### config.mk
export PLATFORM = sky130hd
export DESIGN_NAME = decoder_nto2n_seq
export DESIGN_NICKNAME = d
export VERILOG_FILES = /design/src/rtl/decoder_nto2n_seq.sv
export SDC_FILE = /design/constraint.sdc
export NUM_CORES = 1
export LEC_CHECK = 0
export CAP_MARGIN = 15
export CORE_ASPECT_RATIO = 0.6
export CORE_MARGIN = 2
export CORE_UTILIZATION = 52
export CTS_CLUSTER_DIAMETER = 40
export CTS_CLUSTER_SIZE = 16
export DETAILED_ROUTE_END_ITERATION = 16
export PLACE_DENSITY = 0.9
export SLEW_MARGIN = 20
export SYNTH_ARGS = -nofsm -noshare
export SYNTH_HDL_FRONTEND = slang
export SYNTH_SLANG_ARGS = --single-unit
### constraint.sdc
create_clock -name clk -period 2.3 [get_ports clk]
set_clock_uncertainty 0.1 [all_clocks]
set_input_delay 0.345 -clock clk [delete_from_list [all_inputs] [get_ports clk]]
set_output_delay 0.345 -clock clk [all_outputs]
set_load 0.1 [all_outputs]
### src/rtl/decoder_nto2n_seq.sv
// Registered binary-to-one-hot decoder with valid/ready on both sides,
// plus a self-running scan mode that steps through every code.
//
// state  | meaning
// IDLE   | disabled; out cleared, nothing presented
// DIRECT | decodes accepted din codes, one word in flight
// SCAN   | walks code 0..OUT_W-1, one step per SCAN_DIV accepted cycles
module decoder_nto2n_seq #(
    parameter  int IN_W     = 3,
    parameter  int SCAN_DIV = 10,
    localparam int OUT_W    = 2**IN_W
) (
    input  logic             clk,
    input  logic             rst_n,
    input  logic             en,
    input  logic             mode,
    input  logic             in_valid,
    output logic             in_ready,
    input  logic [IN_W-1:0]  din,
    output logic             out_valid,
    input  logic             out_ready,
    output logic [OUT_W-1:0] out,
    output logic [IN_W-1:0]  code,
    output logic             wrap
);

    localparam int DIV_W = (SCAN_DIV > 1) ? $clog2(SCAN_DIV) : 1;
    localparam logic [DIV_W-1:0] DIV_LAST = DIV_W'(SCAN_DIV - 1);

    typedef enum logic [1:0] {IDLE, DIRECT, SCAN} state_t;

    state_t          state;
    logic [DIV_W-1:0] div;
    logic [IN_W-1:0] code_next;
    logic            slot_free;
    logic            accept;

    // A pending word blocks both new accepts and a mode change.
    assign slot_free = !out_valid || out_ready;
    assign in_ready  = (state == DIRECT) && en && !mode && slot_free;
    assign accept    = in_valid && in_ready;
    assign code_next = code + 1'b1;

    always_ff @(posedge clk) begin
        if (!rst_n) begin
            state     <= IDLE;
            out       <= '0;
            code      <= '0;
            out_valid <= 1'b0;
            wrap      <= 1'b0;
            div       <= '0;
        end else if (!en) begin
            state     <= IDLE;
            out       <= '0;
            out_valid <= 1'b0;
            wrap      <= 1'b0;
            div       <= '0;
        end else begin
            wrap <= 1'b0;
            case (state)
                IDLE: begin
                    if (mode) begin
                        state     <= SCAN;
                        code      <= '0;
                        out       <= OUT_W'(1);
                        out_valid <= 1'b1;
                        div       <= '0;
                    end else begin
                        state <= DIRECT;
                    end
                end
                DIRECT: begin
                    if (mode && slot_free) begin
                        state     <= SCAN;
                        code      <= '0;
                        out       <= OUT_W'(1);
                        out_valid <= 1'b1;
                        div       <= '0;
                    end else if (accept) begin
                        out       <= OUT_W'(1) << din;
                        code      <= din;
                        out_valid <= 1'b1;
                    end else if (out_valid && out_ready) begin
                        out_valid <= 1'b0;
                    end
                end
                SCAN: begin
                    if (!mode && slot_free) begin
                        state     <= DIRECT;
                        out_valid <= 1'b0;
                    end else if (out_ready) begin
                        // code_next wraps naturally at OUT_W since it is IN_W bits wide
                        if (div == DIV_LAST) begin
                            div  <= '0;
                            code <= code_next;
                            out  <= OUT_W'(1) << code_next;
                            wrap <= (code == IN_W'(OUT_W - 1));
                        end else begin
                            div <= div + 1'b1;
                        end
                    end
                end
                default: state <= IDLE;
            endcase
        end
    end

endmodule

; Yosys cells after proc, flatten, opt, wreduce, memory -nomap -nowiden
; Index checks and enable logic that the tools add are counted.
[word_totals]
out_inout_bits = 14
inputBits = 9
ff_bits = 19
[classes]
shift = 2
n_bitwise = 5
add_sub_neg = 2
mux = 30
n_reduce_logical = 19
eq_ne = 12
[op_table]
columns = operator, count
row1 = 2-to-1 mux 8 bit, 6
row2 = case mux 8 bit (3 select lines), 1
row3 = 2-to-1 mux 4 bit, 5
row4 = 2-to-1 mux 3 bit, 6
row5 = "<< shifter 1 x 3 -> 8 bit, first input constant", 2
row6 = case mux 4 bit (3 select lines), 1
row7 = "!= test 2 bit, second input constant", 5
row8 = case mux 3 bit (3 select lines), 1
row9 = logical AND 1 bit, 7
row10 = AND reduction 7 bit, 1
row11 = 2-to-1 mux 2 bit, 3
row12 = case mux 2 bit (3 select lines), 1
row13 = AND reduction 6 bit, 1
row14 = OR reduction 6 bit, 1
row15 = 2-to-1 mux 1 bit, 5
row16 = NOT 1 bit, 5
row17 = AND reduction 5 bit, 1
row18 = "adder 4 x 1 -> 4 bit, second input constant", 1
row19 = "equality test 4 bit, second input constant", 1
row20 = "!= test 4 x 2 -> 1 bit, second input constant", 1
row21 = AND reduction 2 bit, 2
row22 = AND reduction 4 bit, 1
row23 = "adder 3 x 1 -> 3 bit, second input constant", 1
row24 = "equality test 3 bit, second input constant", 1
row25 = other kinds (9), 10

; Logic depth before layout (Yosys ltp)
[depth]
word_depth = 8
mapped_depth = 7

; Worst setup path before layout
; No wires, ideal clock.
[synth_timing]
path_type = register to output
startpoint = register out_valid
endpoint = output in_ready
path_buffers = 0
t_required_ps = 1855
setup_slack_ps = -1217
path_stages_with_launch = 3
t_arrival_ps = 3072
path_cell_list = dfxtp_1 nor2b_1 nor3_1
[synth_via]
elab_chain_len = 3
[synth_lines]
columns = item, line_no
row1 = from (decl), 20  ; output logic out_valid,
row2 = from (signal assigned), 49  ; out_valid <= 1'b0;
row3 = from (signal assigned), 55  ; out_valid <= 1'b0;
row4 = from (signal assigned), 66  ; out_valid <= 1'b1;
row5 = zero test 1 bit, 39  ; assign slot_free = !out_valid || out_ready;
row6 = logical OR 1 bit, 39
row7 = logical AND 1 bit, 40  ; assign in_ready = (state == DIRECT) && en && !mode && slot_free;
row8 = to (decl), 18  ; output logic in_ready,
; No other way between the ends.

; Final worst setup path
[layout_timing]
startpoint = register state[1]
endpoint = output in_ready
[layout_via]
elab_chain_len = 4
[layout_lines]
columns = item, line_no
row1 = from (decl), 32  ; state_t state;
row2 = from (signal assigned), 46  ; state <= IDLE;
row3 = from (signal assigned), 53  ; state <= IDLE;
row4 = from (signal assigned), 63  ; state <= SCAN;
row5 = equality test 2 x 1 -> 1 bit, 40
row6 = logical AND 1 bit (3 in a row), 40
; No other way between the ends.

==> metrics.md <==
| Metric | Value |
|---|---|
| Status | `finished, final reports clean` |
| Synth Flop Type | `dfxtp_1` |
| Non-Filler Instances | `214` |
| Final worst-path cycle share | `94.3%` |
| Slack of the critical path | `0.132 ns` |
| CTS tree | `done` |
| Placer congestion estimate | `0.867` |
| CTS Buf Count | `3` |
| CP Data Arrival Time | `1.72 ns` |
| Worst Tran Pin Value | `approximately 0.52 ns` |
| Register Area | `380 µm²` |
| Max stage delay on crit path | `0.43 ns` |
| Area of the mapped netlist | `1300 µm²` |
| Slew Viols, Final | `0` |
| Total GRT Usage | `between 20% and 30%` |
| Post-route ant nets | `0` |
| Die Ht | `approximately 43 µm` |
| Dpl hpwl | `2760 µm` |
| Avg Vias per Cell | `~6` |
| Setup Fix Bufs, Post-CTS | `0` |
| Commonest non-fill, non-tap cells in the layout | `23 x nand2_1, 19 x dfxtp_1, 17 x buf_4` |
| Layout cells sized above 1 | `between 10% and 20%` |
| Switch share | `between 30% and 40%` |
| Vias | `between 1000 and 1500` |
| Vias in the first global route | `1232` |
| H-tree levels | `1` |
| Hold WC Path Type | `register to register` |
| CTS hold repair buffers | `0` |
| Routed length per instance | `between 15 and 20 µm` |
| CORE AREA | `between 2000 and 2500 µm²` |
| Sink Count | `19` |
| M3 GR Usage | `just under 7%` |
| FFs w/ async S/R, synth | `0%` |
| First-pass GRT wire length | `about 5700 µm` |
| Peak supply drop | `~0.33 mV` |
| RSZ-0062 raised after global routing | `false` |
| Seq cells post-synth | `19` |
| Crit path max-delay cell type | `ha_1` |
| Unique masters post-synth | `42` |
| Buffers plus inverters on the worst setup path | `2` |
| DRT Wirelength | `around 3500 µm` |
| Initial antenna violation count | `0` |
| Req. time, crit path | `about 1.9 ns` |
| DP Worst Slack | `approximately 0.094 ns` |
| Total gr overflow | `0` |
| Int Power | `527 µW` |
| Final Hold Viols | `0` |
| Die area | `between 2000 and 3000 µm²` |
| FILL cells | `~180` |
| Row count | `13` |
| Clock power frac | `31.0%` |
| Max cap viols | `0` |
| Rel. slew slack | `65.2%` |
| Antenna Cells | `0` |
| Finished layout cell area | `between 1500 and 2000 µm²` |
| Post-synthesis cell count | `158` |
| Clock Root Buffer | `clkbuf_8` |
| Clock Path Buffers | `2` |
| Die Wd | `just under 70 µm` |
| Comb pwr share | `between 20 and 30%` |
| Initial DRC count | `108` |
| Sw power | `between 200 and 300 µW` |
| CP max FO | `13` |
| Fin util | `around 70%` |
| Multi-input combinational cell area | `~870 µm²` |
| Overall Power | `787 µW` |
| Crit-path cells | `inv_1 -> ha_1 -> nand2_1 -> nor3_4 -> buf_12` |
| CTS clk-pin slew, worst paths | `around 0.080 ns` |
| Final #Nets | `approximately 210` |
| Critical path's top delay family | `adder cells` |
| DR pass1 iterations | `6` |
| Most common cell after layout, fill and taps aside | `nand2_1` |
| Met1 global-route usage | `between 30% and 40%` |
| EDFF count, synth | `0` |
| Setup TNS | `0 ns` |
| Largest net degree at the start of global routing | `14` |
| Synth warn | `0` |
| Placed Area | `1550 µm²` |
| WS Path Type | `register to output port` |
| PortBufs | `22` |
| Area grow syn2layout | `22.8%` |
| Synthesized Nets | `~180` |
| CTS resizes | `0` |
| WHS | `about 0.36 ns` |
| Clock Latency Late Sink | `0.26 ns` |
| GR peak layer | `met1` |
| Post-Syn Area per Cell | `between 8 and 9 µm²` |
| Sequential element share of the synthesized area | `29.3%` |
| Fin crit period | `about 2.2 ns` |
| DRC | `0` |
| Power Dens Cells | `493 nW/µm²` |
| Leakage | `roughly 0.67 nW` |
| Part of the power in registers | `between 40% and 50%` |
| Initial cell density of the core | `between 50% and 60%` |
| Crit end category | `output port` |
| GR Util met2 | `roughly 38%` |
| Final setup fails | `0` |
| FMAX | `around 460 MHz` |
| IO Count | `23` |
| Critical Path Start Type | `register` |
| Placed Cells | `between 200 and 250` |
-- kinds of logic after synthesis --
kind of cell    count (synthesis)  synth area share, %
fa+ha+maj                      12                 11.5
buf+inv                        13                 4.62
simple gates                   60                 23.6
mux                            12                 9.24
compound gates                 42                 21.8
flops                          19                 29.3
-- cells in the mapped netlist, drive strengths merged, types with 3 or more instances --
library cell / n / share of area [%]
mux2i: 12 / 9.2
a21oi: 9 / 3.5
and2: 4 / 1.9
ha: 12 / 12
nand3: 5 / 2.3
inv: 9 / 2.6
nand2: 23 / 6.6
dfxtp: 19 / 29
nor2: 9 / 2.6
or4: 3 / 1.7
nor2b: 4 / 1.9
clkbuf: 3 / 1.6
o2111a: 3 / 2.6
o21ai: 14 / 5.4
-- power groups by stage --
stage,registers (mW),clock network [mW],logic [mW]
finish,0.343,0.244,0.200
global route,0.344,0.257,0.212
CTS,0.343,0.242,0.196
detailed placement,0.351,0,0.196
global placement,0.350,0,0.186
floorplan,0.375,0,0.110
-- metal layers --
| metal | vias to the layer above | share of wire, % |
|---|---|---|
| li1 | 628 | - |
| met1 | 597 | 45 |
| met2 | 87 | 44 |
| met3 | 8 | 9.5 |
| met4 | 0 | 1.2 |
| met5 | - | 0 |
-- sequential cells by signal, indices dropped and copies added, names as in the netlist --
name / flops
div: 4
code: 3
out_valid: 1
wrap: 1
state: 2
out: 8
-- worst register-to-register path: stages, from the launching register on --
cell and delay, ns:
dfxtp_1 0.39, inv_1 0.12, ha_1 0.22, or2_2 0.30, o22a_2 0.26, or4_1 0.52, a21oi_1 0.16
-- layout make-up --
type / count / share of cell area, %
timing repair buffer: 26 / 14.3
tap: 30 / 2.35
clock buffer: 3 / 2.59
multi-input combinational: 126 / 54.5
clock inverter: 1 / 0.313
inverter: 9 / 2.12
sequential: 19 / 23.8
-- worst paths after layout --
path                            startpoint       end  slack, ns  cells after the start
worst max-delay path              state[1]  in_ready       0.13                      5
worst min-delay path                out[3]    out[3]       0.36                      2
worst max register to register    state[0]    div[2]       0.15                      6
worst min register to register      out[3]    out[3]       0.36                      2
Note: power is estimated with default switching activity, not from simulation.
